[config.mk]
export PLATFORM = sky130hd
export DESIGN_NAME = inst_queue
export DESIGN_NICKNAME = d
export VERILOG_FILES = /design/src/rtl/inst_queue_pkg.sv /design/src/rtl/inst_queue.sv
export SDC_FILE = /design/constraint.sdc
export NUM_CORES = 1
export LEC_CHECK = 0
export ABC_AREA = 1
export BUFFER_PORTS_ARGS = -buffer_cell sky130_fd_sc_hd__buf_2
export CAP_MARGIN = 20
export CORE_ASPECT_RATIO = 0.9
export CORE_MARGIN = 1.5
export CORE_UTILIZATION = 45
export DETAILED_ROUTE_END_ITERATION = 8
export HOLD_SLACK_MARGIN = 0.02
export PLACE_DENSITY = 0.61
export RECOVER_POWER = 100
export SYNTH_ARGS = -nofsm -noshare
export SYNTH_HDL_FRONTEND = slang
export SYNTH_SLANG_ARGS = --single-unit
[constraint.sdc]
create_clock -name clk -period 8.35 [get_ports clk]
set_input_delay 1.2525 -clock clk [delete_from_list [all_inputs] [get_ports clk]]
set_output_delay 1.2525 -clock clk [all_outputs]
set_load 0.005 [all_outputs]
[src/rtl/inst_queue_pkg.sv]
// Shared CPU constants for fetch, decode and ROB.
// Holds the queue geometry and the fetch entry layout.
package inst_queue_pkg;

  localparam int XLEN       = 32;
  localparam int IQ_DEPTH   = 16;
  localparam int IQ_ADDR_W  = 4;
  localparam int IQ_ENTRY_W = 2 * XLEN;

  typedef struct packed {
    logic [XLEN-1:0] pc;
    logic [XLEN-1:0] inst;
  } iq_entry_t;

endpackage

[src/rtl/inst_queue.sv]
// Fetch-to-decode instruction queue.
// Circular buffer with show-ahead head and flush.
module inst_queue
  import inst_queue_pkg::*;
#(
  parameter int DEPTH  = IQ_DEPTH,
  parameter int ADDR_W = IQ_ADDR_W
) (
  input  logic              clk,
  input  logic              rst,
  input  logic              rdy,
  input  logic              clr,
  input  logic              if_valid,
  input  logic [XLEN-1:0]   if_pc,
  input  logic [XLEN-1:0]   if_inst,
  output logic              iq_full,
  input  logic              dec_ready,
  output logic              iq_valid,
  output logic [XLEN-1:0]   iq_pc,
  output logic [XLEN-1:0]   iq_inst,
  output logic [ADDR_W:0]   iq_count
);

  localparam logic [ADDR_W:0]   FULL_CNT = (ADDR_W+1)'(DEPTH);
  localparam logic [ADDR_W:0]   CNT_ONE  = (ADDR_W+1)'(1);
  localparam logic [ADDR_W-1:0] PTR_ONE  = ADDR_W'(1);

  iq_entry_t         mem [DEPTH];
  iq_entry_t         head_e;
  logic [ADDR_W-1:0] head;
  logic [ADDR_W-1:0] tail;
  logic [ADDR_W:0]   count;
  logic              push;
  logic              pop;

  // Flags come from the start-of-cycle count only.
  assign iq_full  = (count == FULL_CNT);
  assign iq_valid = (count != '0);
  assign iq_count = count;

  assign push = rdy && !clr && if_valid && !iq_full;
  assign pop  = rdy && !clr && dec_ready && iq_valid;

  // Show-ahead head read straight from storage.
  assign head_e  = mem[head];
  assign iq_pc   = head_e.pc;
  assign iq_inst = head_e.inst;

  // Entry storage; not reset, written on accepted push.
  always_ff @(posedge clk) begin
    if (push) begin
      mem[tail] <= '{pc: if_pc, inst: if_inst};
    end
  end

  // Pointer and occupancy update; flush beats handshakes.
  always_ff @(posedge clk or negedge rst) begin
    if (!rst) begin
      head  <= '0;
      tail  <= '0;
      count <= '0;
    end else if (rdy) begin
      if (clr) begin
        head  <= '0;
        tail  <= '0;
        count <= '0;
      end else begin
        if (push) tail <= tail + PTR_ONE;
        if (pop)  head <= head + PTR_ONE;
        unique case (1'b1)
          push && !pop: count <= count + CNT_ONE;
          pop && !push: count <= count - CNT_ONE;
          default:      count <= count;
        endcase
      end
    end
  end

endmodule

==> metrics.cfg, run 1 <==
[status]
status=finished with violations
violations=max-capacitance violations, max-slew violations

[clock_tree]
clkSlewWorstSetupHoldPaths_ns=0.06
cts_setup_buffers=0
h-tree-depth=3
cts_tree=yes
insertion_delay_ns=0.66
cts.repair.resized=0
numClockSinks=1037
numCtsBuffers=105
ctsHoldBuffers=0
root_buffer=clkbuf_16
clockBufferDepth=3

[yosys]
synth_cell_types=30
synth_ff_type=edfxtp_1
synthTopCellsByArea=edfxtp_1, mux2i_1, o221ai_1
synth-seq-cells=1037
syn_area_um2=40570
syn-num-nets=2676
ys_top_cells_by_count=edfxtp_1, nor2_1, o21ai_0
synthMostInstantiatedCell=edfxtp_1
synth-seq-area-share_pct=76.59
syn_inst=2599
synth_area_per_cell_um2=15.61
ys.warnings.count=0
synth_top_area_cell=edfxtp_1
yosysTopAreaCellShare_pct=75.79
synth_edf_count=1024
async_flop_share_pct=1.254

[timing]
hold_viol=0
setup_viol=0
fmax_ghz=0.1471
final.min_clock_period_ns=6.800
slew_headroom_pct=-145.5
period_share_pct=81.44
rsz0062_at_grt=false
tightestPinTransition_ns=3.683
final.setup.tns_ns=0
slew_viol_final=1281
finClkSkew_ns=0.01800

[setup_path]
cp_max_fo=54
crit_chain=clkbuf_1 > buf_4 > mux2i_1 > o221ai_1 > nand3_1 > nand2_1 > clkbuf_1
cpMaxStageDelayCell=clkbuf_1
reg2reg_to=mem[5][28]
max_stage_delay_ns=2.25
worst_r2r_path_depth=8
worstPathArrival_ns=5.55
crit_top_cell=clkbuf_1
critPathKind=flop to primary output
end_kind=primary output
rrSetupSlack_ns=1.87
r2r-start=iq_count[0]
crit_path_start=head[0]
crit_end=iq_pc[9]
start_kind=flop
cp.required_ns=7.10

[floorplan]
die-area_um2=91970
die_w_um=319.5
rows=104
start_util_pct=45.39
fp.dieH_um=287.9
core_area_um2=89400
ios=141

[global_route]
grt_usage_pct=21.37
grt_overflow=0
grt_max_degree=204
antenna_found_initial=12
first_global_vias=23578
grt_pass1_wl_um=147300

[power]
powerDensity_nw_per_um2=302.4
vdd_ir_drop_max_mv=0.3551
finalPower_mw=13.72
leakagePower_nw=14.45

[route]
dr_total_vias=23465
drt_pass1_iterations=7
routed_wl_um=99800
final_antenna_net_count=0
via_per_inst=5.928
drc=0
routedWlPerCell_um=25.21
drt_iter0_markers=2264

[place]
place_inst=3759
gp_congestion=0.7568
dp_hpwl_um=48120
place_area_um2=42330
portBuffers=140

[layout]
area_growth_pct=11.80
fin_cells=3958
nNetsFinal=2777
post-route-util_pct=50.74
drive_gt1_share_pct=8.211
final_area_um2=45360

[job]
cap_violations=35

[hold_path]
holdCritPathClass=flop to flop

[final cells by class]
cell class                 count  area [µm²]
fill                        7295       44040
sequential                  1037       31090
multi-input combinational   1348        8498
clock buffer                 125        2744
tap                         1166        1459
timing repair buffer         182       829.5
clock inverter                71       626.9
inverter                      26       108.9
antenna                        3       7.507
[worst min-delay path by stage]
stage | start | endpoint | slack (ns) | depth (start not counted)
2_1_floorplan | tail[0] | tail[0] | 0.51 | 1
3_3_place_gp | tail[0] | tail[0] | 0.53 | 1
3_5_place_dp | tail[0] | tail[0] | 0.55 | 1
4_1_cts | rst | iq_count[2] | 0.47 | 1
5_1_grt | iq_count[3] | iq_count[3] | 0.58 | 2
6_report | iq_count[3] | iq_count[3] | 0.55 | 2
[routing by layer]
layer  GRT usage (%)  part of all wire (%)
met1           29.81                    44
met3           3.735                   6.5
met2           34.69                    47
met5               0                  0.10
met4           6.000                   1.9
[registers in the layout, indices dropped and copies added (netlist names)]
signal,count
head,4
iq_count,5
mem,1024
tail,4
[report_power, final]
part           switching, mW  internal, mW  total [mW]
clock network           1.94          2.65        4.59
registers              0.147          5.82        5.97
logic                   2.08          1.07        3.15
[layout by cell type (no fill, tap or decap), types with 2 or more instances in the layout]
cell / count
a21oi_1: 9
buf_12: 3
buf_2: 30
buf_4: 13
bufinv_16: 10
clkbuf_1: 144
clkbuf_16: 106
clkbuf_2: 9
clkbuf_8: 2
clkinv_1: 26
clkinv_2: 25
clkinvlp_4: 5
dfrtp_1: 10
dfrtp_4: 3
diode_2: 3
edfxtp_1: 1024
ha_1: 7
inv_1: 19
inv_2: 4
inv_6: 4
mux2i_1: 229
nand2_1: 99
nand2_2: 2
nand3_1: 111
nand3_2: 2
nand4_1: 2
nor2_1: 327
nor2_2: 2
nor2_4: 4
o211ai_1: 27
o21ai_0: 263
o21ai_1: 4
o221ai_1: 229
o32ai_1: 27
[logic make-up after synthesis]
family | synth area share (%)
fa+ha+maj | 0.2159
xor+xnor | 0.02159
compound gates | 9.467
flops | 76.59
buf+inv | 2.501
mux | 5.650
simple gates | 5.554
[through the flow]
stage	hold WS [ns]	setup slack [ns]
2_1_floorplan	0.5139	3.358
3_3_place_gp	0.5349	3.540
3_5_place_dp	0.5513	3.450
4_1_cts	0.4730	2.731
5_1_grt	0.5797	1.253
6_report	0.5548	1.550
[worst max-delay path, delay by kind of cell, from the launching register on]
kind / cells / cell delay [ns]
flops: 1 / 0.82
buf+inv: 3 / 3.22
compound gates: 1 / 0.14
mux: 1 / 0.29
simple gates: 2 / 0.30
(Power assumes the default switching activity.)
==> run 2: changes to the inputs <==
PLACE_DENSITY = 0.63   (was 0.61)
clock period = 6.19 ns   (was 8.35 ns; I/O delays follow)
==> metrics.cfg, run 2 (synthesized netlist as in run 1, its figures left out) <==
[route]
drc=0
via_per_inst=5.904
wl_met1_um=43190
top_layer=met5
routed-wl-met2_um=46210
routed_wl_um=98610
dr_total_vias=23368
drt_pass1_iterations=5
routedWlPerCell_um=24.91
route.met3.wl_um=7003
drt_iter0_markers=2408
final_antenna_net_count=0

[floorplan]
core_area_um2=89400
ios=141
rows=104
start_util_pct=45.39
die_w_um=319.5
die-area_um2=91970
fp.dieH_um=287.9

[setup_path]
cp_max_fo=40
reg2reg_to=mem[8][8]
worst_r2r_path_depth=7
end_kind=flop
cp.required_ns=6.36
critPathKind=flop to flop
rrSetupSlack_ns=0.89
start_kind=flop
worstPathArrival_ns=5.47
r2r-start=iq_count[0]

[place]
portBuffers=140
dp_hpwl_um=48840
gp_congestion=0.7567
place_area_um2=42490
pre_cts_slack_ns=2.037
place_inst=3763

[layout]
final_area_um2=45520
final_common_cell=edfxtp_1
drive_gt1_share_pct=8.065
top_register=mem
fin_cells=3958
final_cell_mix=edfxtp_1, nor2_1, o21ai_0
nFillCells=7223
nNetsFinal=2781
post-route-util_pct=50.92
area_growth_pct=12.20
largest_register_ffs=1024

[timing]
final.setup.tns_ns=0
hold_viol=0
rsz0062_at_grt=false
finClkSkew_ns=0.02331
fin_ws_ns=0.8926
fmax_ghz=0.1888
tightestPinTransition_ns=3.690
slew_headroom_pct=-146.0
whs_ns=0.3262
final.min_clock_period_ns=5.297
slew_viol_final=815
setup_viol=0
period_share_pct=85.58

[clock_tree]
root_buffer=clkbuf_16
cts.repair.resized=0
numClockSinks=1037
ctsHoldBuffers=0
clkSlewWorstSetupHoldPaths_ns=0.06
insertion_delay_ns=0.66
numCtsBuffers=104
h-tree-depth=3
clockBufferDepth=3
cts_tree=yes
cts_setup_buffers=0

[global_route]
grt_pass1_wl_um=147300
antenna_found_initial=15
grt_max_degree=209
grt_overflow=0
first_global_vias=23628
grt_usage_pct=21.32

[status]
violations=max-capacitance violations, max-slew violations
status=finished with violations

[power]
powerDensity_nw_per_um2=409.9
leakagePower_nw=14.51
vdd_ir_drop_max_mv=0.4135
finalPower_mw=18.66

[hold_path]
holdCritPathClass=input pin to asynchronous set/reset pin

[job]
cap_violations=28

==> run 2: cell types whose count changed in the layout (fill, tap and decap cells not counted), moves of 3 or more <==
cell	delta
clkinv_2	-6
clkinv_1	-5
clkinvlp_4	-3
buf_12	+4
bufinv_16	+5
clkbuf_1	+11
==> run 2: final cells by class <==
class | count | area [µm²] | area share, %
Clock inverter | 62 | 723.2 | 1.589
Timing Repair Buffer | 187 | 904.6 | 1.987
Multi-Input combinational cell | 1348 | 8491 | 18.65
Antenna cell | 2 | 5.005 | 0.01099
Tap cell | 1166 | 1459 | 3.205
Clock buffer | 130 | 2743 | 6.025
Inverter | 26 | 111.4 | 0.2446
Sequential cell | 1037 | 31090 | 68.29
==> run 2: worst max-delay path by stage <==
stage,from,to,slack (ns)
global placement,head[0],iq_pc[12],2.10
CTS,head[0],iq_pc[23],1.31
floorplan,clr,mem[0][0],1.52
finish,iq_count[0],mem[8][8],0.89
detailed placement,head[0],iq_pc[23],2.04
global route,iq_count[0],mem[3][32],0.64
==> run 2: critical path, cell delays in order, from the launching register on <==
cell,delay [ns]
dfrtp_1,0.47
nor2_1,0.12
nand3_2,0.09
nand2_1,0.18
inv_1,0.25
nand2_1,0.19
nor2_1,0.85
clkbuf_1,2.59
==> run 2: where the power goes <==
group	switching [mW]	total (mW)	internal [mW]	leakage, nW
combinational	2.84	4.26	1.42	3.45
sequential	0.191	8.05	7.86	9.38
clock	2.59	6.35	3.76	1.69
total	5.62	18.7	13.0	14.5
==> run 2: metal layers <==
| layer | track usage (%) | up-vias |
|---|---|---|
| met5 | 0 | - |
| met4 | 5.845 | 26 |
| met3 | 4.221 | 169 |
| met2 | 34.43 | 803 |
| met1 | 29.61 | 11937 |
| li1 | - | 10433 |
